**src/rtl/serial_addsub6_pkg.sv**
```systemverilog
// Shared types and constants for the bit-serial add/subtract/compare unit.
package serial_addsub_pkg;

    localparam int DEFAULT_WIDTH = 6;
    localparam int CNT_WIDTH     = $clog2(DEFAULT_WIDTH);

    typedef enum logic [1:0] {
        IDLE,
        RUN,
        DONE
    } state_t;

endpackage

```
**src/rtl/serial_addsub6_if.sv**
```systemverilog
// Operand/result handshake bundle for serial_addsub6.
// The ovf signal exists only when SERIAL_ADDSUB_OVF_EN is defined.
interface serial_addsub6_if #(
    parameter int WIDTH = serial_addsub_pkg::DEFAULT_WIDTH
);

    logic             in_valid;
    logic             in_ready;
    logic [WIDTH-1:0] a;
    logic [WIDTH-1:0] b;
    logic             sub;
    logic             cmp;
    logic             out_valid;
    logic             out_ready;
    logic [WIDTH-1:0] result;
    logic             cout;
    logic             equal;
    logic             not_equal;
`ifdef SERIAL_ADDSUB_OVF_EN
    logic             ovf;
`endif

    modport master (
        output in_valid, a, b, sub, cmp, out_ready,
        input  in_ready, out_valid, result, cout, equal, not_equal
`ifdef SERIAL_ADDSUB_OVF_EN
        , input ovf
`endif
    );

    modport slave (
        input  in_valid, a, b, sub, cmp, out_ready,
        output in_ready, out_valid, result, cout, equal, not_equal
`ifdef SERIAL_ADDSUB_OVF_EN
        , output ovf
`endif
    );

endinterface

```
**src/rtl/serial_addsub6_fa_slice.sv**
```systemverilog
// Single combinational full-adder cell, reused once per serial bit.
module fa_slice (
    input  logic a,
    input  logic b,
    input  logic cin,
    output logic sum,
    output logic cout
);

    assign sum  = a ^ b ^ cin;
    assign cout = (a & b) | (a & cin) | (b & cin);

endmodule

```
**src/rtl/serial_addsub6.sv**
```systemverilog
// Bit-serial add/subtract/compare, LSB first, one bit per clock.
// Define SERIAL_ADDSUB_OVF_EN to add the signed-overflow output ovf.
module serial_addsub6
    import serial_addsub_pkg::*;
#(
    parameter int WIDTH = DEFAULT_WIDTH
) (
    input  logic             clk,
    input  logic             rst_n,
    serial_addsub6_if.slave  bus
);

    localparam int CW = $clog2(WIDTH);

    state_t           state;
    logic [CW-1:0]    cnt;
    logic [WIDTH-1:0] a_sr;
    logic [WIDTH-1:0] b_sr;
    logic [WIDTH-1:0] sum_sr;
    logic             carry;
    logic             eq_acc;
    logic             sub_q;
    logic             cmp_q;

    logic             fa_sum;
    logic             fa_cout;
    logic             eq_next;
    logic [WIDTH-1:0] sum_next;

    fa_slice u_fa (
        .a    (a_sr[0]),
        .b    (b_sr[0] ^ sub_q),
        .cin  (carry),
        .sum  (fa_sum),
        .cout (fa_cout)
    );

    // Equality uses the un-inverted operand B, independent of sub.
    assign eq_next  = eq_acc & (a_sr[0] == b_sr[0]);
    assign sum_next = {fa_sum, sum_sr[WIDTH-1:1]};

    assign bus.in_ready = (state == IDLE);

    always_ff @(posedge clk or negedge rst_n) begin
        if (!rst_n) begin
            state         <= IDLE;
            cnt           <= '0;
            a_sr          <= '0;
            b_sr          <= '0;
            sum_sr        <= '0;
            carry         <= 1'b0;
            eq_acc        <= 1'b1;
            sub_q         <= 1'b0;
            cmp_q         <= 1'b0;
            bus.out_valid <= 1'b0;
            bus.result    <= '0;
            bus.cout      <= 1'b0;
            bus.equal     <= 1'b0;
            bus.not_equal <= 1'b0;
`ifdef SERIAL_ADDSUB_OVF_EN
            bus.ovf       <= 1'b0;
`endif
        end else begin
            case (state)
                IDLE: begin
                    if (bus.in_valid) begin
                        a_sr   <= bus.a;
                        b_sr   <= bus.b;
                        sub_q  <= bus.sub;
                        cmp_q  <= bus.cmp;
                        carry  <= bus.sub;
                        cnt    <= '0;
                        eq_acc <= 1'b1;
                        sum_sr <= '0;
                        state  <= RUN;
                    end
                end
                RUN: begin
                    a_sr   <= a_sr >> 1;
                    b_sr   <= b_sr >> 1;
                    sum_sr <= sum_next;
                    carry  <= fa_cout;
                    eq_acc <= eq_next;
                    cnt    <= cnt + 1'b1;
                    // Last bit: publish everything together so outputs appear as one registered set.
                    if (cnt == CW'(WIDTH - 1)) begin
                        state         <= DONE;
                        bus.out_valid <= 1'b1;
                        bus.result    <= cmp_q ? {{(WIDTH-1){1'b0}}, eq_next} : sum_next;
                        bus.cout      <= fa_cout;
                        bus.equal     <= eq_next;
                        bus.not_equal <= ~eq_next;
`ifdef SERIAL_ADDSUB_OVF_EN
                        bus.ovf       <= carry ^ fa_cout;
`endif
                    end
                end
                DONE: begin
                    if (bus.out_ready) begin
                        state         <= IDLE;
                        bus.out_valid <= 1'b0;
                        bus.result    <= '0;
                        bus.cout      <= 1'b0;
                        bus.equal     <= 1'b0;
                        bus.not_equal <= 1'b0;
`ifdef SERIAL_ADDSUB_OVF_EN
                        bus.ovf       <= 1'b0;
`endif
                    end
                end
                default: state <= IDLE;
            endcase
        end
    end

endmodule

```
**src/flat_wrapper.sv**
```systemverilog
// flat-port wrapper written by rule: the top's interface ports become plain ports
module serial_addsub6_flat import serial_addsub_pkg::*;
#(
    parameter int WIDTH = DEFAULT_WIDTH
)
  (clk, rst_n, bus_in_valid, bus_a, bus_b, bus_sub, bus_cmp, bus_out_ready, bus_in_ready, bus_out_valid, bus_result, bus_cout, bus_equal, bus_not_equal);
  serial_addsub6_if #(.WIDTH(WIDTH)) bus_i ();
  input  logic clk;
  input  logic rst_n;
  input wire logic [$bits(bus_i.in_valid)-1:0] bus_in_valid;
  input wire logic [$bits(bus_i.a)-1:0] bus_a;
  input wire logic [$bits(bus_i.b)-1:0] bus_b;
  input wire logic [$bits(bus_i.sub)-1:0] bus_sub;
  input wire logic [$bits(bus_i.cmp)-1:0] bus_cmp;
  input wire logic [$bits(bus_i.out_ready)-1:0] bus_out_ready;
  output wire logic [$bits(bus_i.in_ready)-1:0] bus_in_ready;
  output wire logic [$bits(bus_i.out_valid)-1:0] bus_out_valid;
  output wire logic [$bits(bus_i.result)-1:0] bus_result;
  output wire logic [$bits(bus_i.cout)-1:0] bus_cout;
  output wire logic [$bits(bus_i.equal)-1:0] bus_equal;
  output wire logic [$bits(bus_i.not_equal)-1:0] bus_not_equal;
  assign bus_i.in_valid = bus_in_valid;
  assign bus_i.a = bus_a;
  assign bus_i.b = bus_b;
  assign bus_i.sub = bus_sub;
  assign bus_i.cmp = bus_cmp;
  assign bus_i.out_ready = bus_out_ready;
  assign bus_in_ready = bus_i.in_ready;
  assign bus_out_valid = bus_i.out_valid;
  assign bus_result = bus_i.result;
  assign bus_cout = bus_i.cout;
  assign bus_equal = bus_i.equal;
  assign bus_not_equal = bus_i.not_equal;
  serial_addsub6 #(.WIDTH(WIDTH)) u_core (.clk(clk), .rst_n(rst_n), .bus(bus_i));
endmodule
```
**config.mk**
```make
export PLATFORM = sky130hd
export DESIGN_NAME = serial_addsub6_flat
export DESIGN_NICKNAME = d
export VERILOG_FILES = /design/src/rtl/serial_addsub6_pkg.sv /design/src/rtl/serial_addsub6_if.sv /design/src/rtl/serial_addsub6_fa_slice.sv /design/src/rtl/serial_addsub6.sv /design/src/flat_wrapper.sv
export SDC_FILE = /design/constraint.sdc
export NUM_CORES = 1
export LEC_CHECK = 0
export CAP_MARGIN = 20
export CORE_UTILIZATION = 47
export CTS_CLUSTER_DIAMETER = 60
export CTS_CLUSTER_SIZE = 20
export DETAILED_ROUTE_END_ITERATION = 16
export PLACE_DENSITY = 0.84
export RECOVER_POWER = 100
export SETUP_SLACK_MARGIN = 0.4
export SYNTH_ARGS = -nofsm -noshare
export SYNTH_HDL_FRONTEND = slang
export SYNTH_HIERARCHICAL = 1
export SYNTH_SLANG_ARGS = --single-unit
```
**constraint.sdc**
```tcl
create_clock -name clk -period 1.22 [get_ports clk]
set_input_delay 0.244 -clock clk [delete_from_list [all_inputs] [get_ports clk]]
set_output_delay 0.244 -clock clk [all_outputs]
set_load 0.01 [all_outputs]
```
After elaboration in Yosys (flattened, before gate mapping)
Cells that the tools add are included.
{"block": "op_classes", "add_sub_neg": 1, "eq_ne": 7, "mux": 29, "bitwise": 10, "reduce_logical": 7}
{"operator": "one-hot mux 6 bit (2 select lines)", "n": 4}
{"operator": "two-way mux 6 bit", "n": 6}
{"operator": "one-hot mux 1 bit (2 select lines)", "n": 6}
{"operator": "two-way mux 1 bit", "n": 7}
{"operator": "two-way mux 2 bit", "n": 3}
{"operator": "one-hot mux 2 bit (3 select lines)", "n": 1}
{"operator": "one-hot mux 3 bit (2 select lines)", "n": 1}
{"operator": "AND reduction 3 bit", "n": 2}
{"operator": "AND 1 bit", "n": 4}
{"operator": "!= test 2 bit (second input constant)", "n": 2}
{"operator": "AND reduction 2 bit", "n": 2}
{"operator": "nonzero test 2 bit", "n": 2}
{"operator": "adder 3 x 1 -> 3 bit (second input constant)", "n": 1}
{"operator": "== test 3 bit (second input constant)", "n": 1}
{"operator": "two-way mux 3 bit", "n": 1}
{"operator": "bitwise XOR 1 bit", "n": 3}
{"operator": "== test 2 x 1 -> 1 bit (second input constant)", "n": 1}
{"operator": "== test 2 bit (second input constant)", "n": 1}
{"operator": "zero test 2 bit", "n": 1}
{"operator": "!= test 2 x 1 -> 1 bit (second input constant)", "n": 1}
{"operator": "OR 1 bit", "n": 2}
{"operator": "== test 1 bit", "n": 1}
{"operator": "inverter 1 bit", "n": 1}
{"block": "word_totals", "register_bits": 37, "inputBits": 18, "output_inout_bits": 11, "word_cells": 68}

Depth between registers and ports, before layout
Gate-level depths: netlist of the first run.
{"block": "logic_depth", "word_depth": 6, "depth_mapped": 5, "mapped_depth_nobuf": 5}

Modules after synthesis
Netlist of the first run, hierarchy kept.
{"module": "serial_addsub6", "instances": 1, "cells_per_inst": 149, "area_per_inst_um2": 1640.3}
{"module": "fa_slice", "instances": 1, "cells_per_inst": 1, "area_per_inst_um2": 20.0}

Worst setup path before layout of the first run
No wires, ideal clock.
{"block": "synth_timing", "path_kind": "register to register", "startpoint": "reg u_core.b_sr[0]", "endpoint": "reg u_core.sum_sr[5]", "setup_ns": 0.121, "arrival_ns": 1.228, "setup_slack_ns": -0.129, "stages_incl_launch_ff": 4, "path_buffers": 0, "synth_period_minus_slack_ns": 1.349, "cell_sequence": "dfrtp_1 > xor2_1 > fa_1 > a22o_1"}
{"block": "synth_via", "elab_chain_len": 4}
{"element": "start: declaration", "line_no": "serial_addsub6.sv:18", "text": "logic [WIDTH-1:0] b_sr;"}
{"element": "start signal: assignment", "line_no": "serial_addsub6.sv:68", "text": "b_sr <= bus.b;"}
{"element": "start signal: assignment", "line_no": "serial_addsub6.sv:80", "text": "b_sr <= b_sr >> 1;"}
{"element": "bitwise XOR 1 bit", "line_no": "serial_addsub6.sv:32", "text": ".b (b_sr[0] ^ sub_q),"}
{"element": "bitwise XOR 1 bit (2 in series)", "line_no": "serial_addsub6_fa_slice.sv:10", "text": "assign sum = a ^ b ^ cin;"}
{"element": "via u_core.fa_sum", "line_no": "serial_addsub6.sv:25", "text": "logic fa_sum;"}
{"element": "one-hot mux 6 bit (2 select lines)", "line_no": "serial_addsub6.sv:64", "text": "case (state)"}
{"element": "end signal: assignment", "line_no": "serial_addsub6.sv:81", "text": "sum_sr <= sum_next;"}
{"element": "end: declaration", "line_no": "serial_addsub6.sv:19", "text": "logic [WIDTH-1:0] sum_sr;"}
The timed path passes the listed nets, and every way through them passes these cells.
A chain may end at the register's enable or synchronous reset.

Worst setup path after layout of the first run
Same ends and word-level chain as after synthesis.

==> flow_summary.toml, run 1 <==
[worst_setup_path]
reg2reg_slack_ps = -270
reg2reg_depth = 3
r2r-end = "u_core/sum_sr[5]"
critical_path_class = "flop to flop"
startpoint_type = "flop"
worstSetupEndpointType = "flop"
cp_data_required_time_ps = 1480
crit_path_end = "u_core/sum_sr[5]"
path_max_fanout = 2
crit_start = "u_core/b_sr[0]"
r2r-start = "u_core/b_sr[0]"
arrival_ps = 1750

[timing]
worst_slack_ps = -266
finalCritPeriodShare_pct = 122
slew_viol_final = 0
setup_tns_ps = -4210
skew_ps = 11.1
fmax_ghz = 0.673
rsz0062_at_grt = "yes"
hold_violations = 0
tightest_slew_ps = 893
max-slew-margin-rel_pct = 40.5
period_minus_slack_ps = 1490
finalSetupViolCount = 33

[floorplanning]
rows = 21
core_area_mm2 = 0.00336
initial_core_util_pct = 49.4
dieArea_mm2 = 0.00377
die_x_um = 61.4
pin_count = 29
die_y_um = 61.4

[place]
dp_slack_ps = -250
gp_congestion = 0.869
portBuffers = 28
dp_hpwl_mm = 2.74

[synthesis]
synth_top_area_cell = "dfrtp_1"
synthMostInstantiatedCell = "dfrtp_1"
synth-edff-count = 0
synthTopCellsByCount = "dfrtp_1 (35), a21oi_1 (16), o21ai_1 (14)"
synth_top_cell_area_share_pct = 52.8
synth-seq-cells = 36
syn_area_per_cell_um2 = 11.1
synth_area_mm2 = 0.00166
synth_area_leaders = "dfrtp_1 (53%), a22o_1 (6.9%), a21oi_1 (4.8%)"
yosysWarnings = 6
synth_nets = 171
async_flop_share_pct = 100
synth_ff_type = "dfrtp_1"
ys_seq_area_share_pct = 54.3
yosysUniqueCellTypes = 33
synthCells = 150

[power]
peakVddDrop_mv = 1.49
cellPowerDensity_mw_per_mm2 = 2560
power.static_leakage_nw = 1.20

[grt]
grt-ovfl-total = 0
antenna_found_initial = 0
gr-usage-all-layers_pct = 25.9
grt_pass1_vias = 1433
grt_max_degree = 37
grt_pass1_wl_mm = 6.73

[detailed_routing]
antenna_left = 0
firstDrtPassIters = 4
drcViolationCount = 0
drt_iter0_markers = 99
totalWireLength_mm = 4.97
wire_per_inst_um = 18.1
via_per_inst = 5.69
via_count = 1566

[cts]
cts_buffer_depth = 2
cts_root_buf = "clkbuf_4"
cts_tree = "yes"
clock_latency_ps = 360
cts_max_level = 2
cts_num_sinks = 36
cts.clk_slew.worst_paths_ps = 120
numCtsBuffers = 5

[min_path]
hp-class = "primary input to async pin"

[cells_and_area]
num_antenna_cells = 0
fin_nets = 249
area_growth_pct = 60.1
drive_above_1_share_pct = 45.9

[outcome]
violations = "negative setup slack"
status = "finished with violations"

[flow_run]
cap_violations = 0
## worst min-delay path by stage
stage                                start                    to  slack [ps]
after floorplan                      rst_n        u_core/a_sr[0]         -50
after global placement    u_core/bus.equal      u_core/bus.equal         470
after detailed placement  u_core/bus.equal      u_core/bus.equal         470
after CTS                            rst_n       u_core/bus.cout         250
after global routing              bus_a[3]        u_core/a_sr[3]         530
final                                rst_n  u_core/bus.result[4]         520
## metrics by stage
step                instance area, um^2  instances  hold slack, ps  power [mW]  util, %
floorplan                          1800        150           -51.6        3.85        -
global placement                   2240        240             471        4.72     66.6
detailed placement                 2240        240             473        4.86     66.6
global route                       2660        275             530        7.15     79.0
finish                             2660        275             523        6.79     79.0
CTS                                2460        262             250        6.06     73.0
## per-layer routing
layer / track usage, % / part of all wire, % / routed length, um
met5: 0 / 0 / 0
met4: 15.9 / 4.6 / 231
met3: 6.51 / 4.5 / 226
met2: 42.1 / 52 / 2600
met1: 31.0 / 39 / 1920
## report_power, final
| part | internal, mW | switching [mW] | leakage (nW) |
|---|---|---|---|
| logic | 2.10 | 1.67 | 0.701 |
| registers | 1.72 | 0.440 | 0.458 |
| clock network | 0.427 | 0.433 | 0.0412 |
## area by class of cell
type                       count  area, um^2
fill                         221         706
tap                           46        57.6
clock inverter                 3        42.5
clock buffer                   5        37.5
sequential                    36         905
multi-input combinational    103         898
timing repair buffer          80         709
inverter                       2        7.51
## kinds of logic (layout without fill, tap and decap cells)
family,count (synthesis),count (layout),share of synthesized area (%)
AOI/OAI and AO/OA,61,61,24.0
xor gates and xnor gates,2,2,1.06
buffers and inverters,11,90,3.32
and+or+nand+nor,34,34,12.6
muxes,3,3,1.96
adders and majority gates,3,3,2.71
DFF,36,36,54.3
## placed cells by master, fill, tap and decap left out, drive strengths merged, types with 2 or more instances in the layout
master | Yosys | layout
o21ai | 17 | 17
clkdlybuf4s50 | 0 | 16
a22o | 13 | 13
and3b | 3 | 3
ha | 2 | 2
clkbuf | 2 | 18
a21oi | 16 | 16
dfrtp | 35 | 35
a31oi | 2 | 2
mux2 | 2 | 2
buf | 7 | 50
nand2 | 10 | 10
a22oi | 8 | 8
nor2 | 4 | 4
nor2b | 13 | 13
inv | 2 | 2
## registers in the layout, summed over array words and instances (netlist names)
signal,count
u_core/eq_acc,1
u_core/carry,1
u_core/sub_q,1
u_core/bus.cout,1
u_core/bus.not_equal,1
u_core/bus.result,6
u_core/bus.equal,1
u_core/a_sr,6
u_core/state,2
u_core/cmp_q,1
u_core/bus.out_valid,1
u_core/sum_sr,5
u_core/b_sr,6
u_core/cnt,3
## what timing repair did
item | 4_1_cts | 5_1_grt
pin swaps | 10 | 8
resized for setup | 58 | 28
setup endpoints to repair | 47 | 47
gates cloned | 0 | 3
hold buffers | 0 | 0
setup buffers | 14 | 10
## critical path: stages (launching register included)
cell	delay [ps]
dfrtp_1	430
xor2_1	250
fa_1	480
a22o_1	230
(Power assumes the default switching activity.)
==> run 2: changes to the inputs <==
CORE_UTILIZATION = 49   (was 47)
CTS_BUF_LIST = sky130_fd_sc_hd__clkbuf_8   (was not set)
PLACE_DENSITY = 0.87   (was 0.84)
==> run 2 against run 1 <==
Combinational power is 18% higher. Critical path depth stayed put. Routed wire length grew 31%. Clock skew fell by 5.8 ps. The run still ends with negative setup slack left. Sequential cell count stayed put. Maximum frequency decreased by 1.5%. First-iteration DRC count rose by 11%. Sequential power is 4% higher. Global-route usage rose by 5.0 points. Clock-buffer cell count is the same. Largest power group unchanged. Worst hold slack improved by 9.1 ps. Worst setup slack lost 23 ps.
==> flow_summary.toml, run 2 (synthesis gave the netlist of run 1 again) <==
[detailed_routing]
drt_iter0_markers = 110
totalWireLength_mm = 6.52
via_per_inst = 6.14
firstDrtPassIters = 4
drcViolationCount = 0
wire_per_inst_um = 23.8
via_count = 1683
antenna_left = 0

[timing]
worst_slack_ps = -288
period_minus_slack_ps = 1510
hold_violations = 0
finalSetupViolCount = 36
fmax_ghz = 0.663
setup_tns_ps = -4410
skew_ps = 5.25
max-slew-margin-rel_pct = 39.5
rsz0062_at_grt = "yes"
slew_viol_final = 0
tightest_slew_ps = 907
finalCritPeriodShare_pct = 124

[worst_setup_path]
cp_data_required_time_ps = 1410
critical_path.cell_chain = "xor2_1 > fa_1 > a22o_1"
crit_family = "adder cells"
slowest_stage = "fa_1"
arrival_ps = 1700
worstSetupEndpointType = "flop"
path_max_fanout = 2
critPathBufInv = 0
critical_path_class = "flop to flop"
startpoint_type = "flop"
cp_slowest_stage_delay_ps = 490

[grt]
met2_usage_pct = 53.7
use_met1_pct = 34.0
grt_max_degree = 37
gr-usage-all-layers_pct = 30.9
grt_pass1_vias = 1619
grt_pass1_wl_mm = 7.71
grt-ovfl-total = 0
antenna_found_initial = 0
grt-busiest-layer = "met2"
use_met3_pct = 9.74

[cts]
cts_tree = "yes"
cts_buffer_depth = 2
cts_root_buf = "clkbuf_8"
clock_latency_ps = 300
numCtsBuffers = 5
cts_num_sinks = 36
cts.clk_slew.worst_paths_ps = 70
postCtsHoldBufs = 0
cts_max_level = 2

[cells_and_area]
finalNonFillerCells = 274
layout.cells.most_common_list = "dfrtp_1 (34), buf_4 (30), clkdlybuf4s50_1 (17), buf_6 (16)"
drive_above_1_share_pct = 50.0
num_antenna_cells = 0
area_growth_pct = 69.4
fin_nets = 250
final_cell_area_mm2 = 0.00281
reg_top3 = "u_core/a_sr: 6 flops, u_core/b_sr: 6 flops, u_core/bus.result: 6 flops"
final_common_cell = "dfrtp_1"

[floorplanning]
die_y_um = 60.2
core_area_mm2 = 0.00313
initial_core_util_pct = 53.1
die_x_um = 60.2
pin_count = 29
rows = 20
dieArea_mm2 = 0.00363

[place]
gp_congestion = 0.773
dp_slack_ps = -282
place_area_mm2 = 0.00222
dp.cells = 235
portBuffers = 28
dp_hpwl_mm = 2.75

[power]
pwr-share-clk_pct = 13.5
p_switching_mw = 3.07
p_seq_share_pct = 29.1
p_int_mw = 4.68
cellPowerDensity_mw_per_mm2 = 2760
swShare_pct = 39.6
power.static_leakage_nw = 1.26
comb_power_share_pct = 57.5
peakVddDrop_mv = 2.18

[min_path]
hp-class = "primary input to async pin"

[outcome]
status = "finished with violations"
violations = "negative setup slack"

[flow_run]
cap_violations = 0
run 2: changes by cell type in the layout (fill, tap and decap cells not counted), moves of 3 or more:
cell	before	now
buf_4	36	30
a21oi_2	8	13
clkbuf_4	5	0
clkbuf_8	0	5
a21oi_1	7	3
buf_6	12	16
nand2_1	6	3
run 2: metal layers:
| metal | vias up | wire [um] |
|---|---|---|
| li1 | 705 | - |
| met5 | - | 0 |
| met2 | 112 | 3330 |
| met4 | 0 | 350 |
| met1 | 824 | 2330 |
| met3 | 42 | 507 |
run 2: power by group through the flow:
stage	logic (mW)	clock network (mW)	registers [mW]
3_5_place_dp	2.73	0	2.14
6_report	4.46	1.05	2.25
5_1_grt	4.60	1.09	2.30
2_1_floorplan	1.71	0	2.14
4_1_cts	3.43	1.04	2.13
3_3_place_gp	2.57	0	2.10
run 2: worst reg2reg max path, delay by kind of cell, from the launching register on:
family | cells | cell delay (ps)
compound gates | 1 | 240
flops | 1 | 410
fa+ha+maj | 1 | 490
xor+xnor | 1 | 250
run 2: final cells by class:
| cell class | count | area [um^2] |
|---|---|---|
| inverters | 2 | 7.51 |
| repair buffers | 81 | 761 |
| clock inverters | 3 | 38.8 |
| multi-input cells | 103 | 978 |
| well taps | 44 | 55.1 |
| clock buffers | 5 | 68.8 |
| flip-flops and latches | 36 | 903 |
| fillers | 130 | 315 |
run 2: through the flow:
step / hold slack [ps] / total power [mW] / utilization (%)
after floorplan: -51.6 / 3.85 / -
after global placement: 471 / 4.67 / 70.8
after detailed placement: 477 / 4.87 / 70.8
after CTS: 322 / 6.60 / 82.6
after global routing: 548 / 7.99 / 89.9
final: 532 / 7.75 / 89.9
run 2: worst paths after layout:
check | to | cells past startpoint | slack [ps] | from
worst min-delay path | u_core/bus.out_valid | 2 | 530 | rst_n
worst max register to register | u_core/sum_sr[5] | 3 | -290 | u_core/b_sr[0]
min in group clk | u_core/bus.result[3] | 1 | 540 | u_core/bus.result[3]
worst min register to register | u_core/bus.result[3] | 1 | 540 | u_core/bus.result[3]
max in group asynchronous | u_core/state[0] | 2 | 70 | rst_n
worst max-delay path | u_core/sum_sr[5] | 3 | -290 | u_core/b_sr[0]
run 2: repair_timing:
action / in CTS / in global routing
cloned: 2 / 1
setup endpoints to repair: 47 / 47
pin swaps: 9 / 8
resized for setup: 77 / 38
setup buffers: 16 / 12
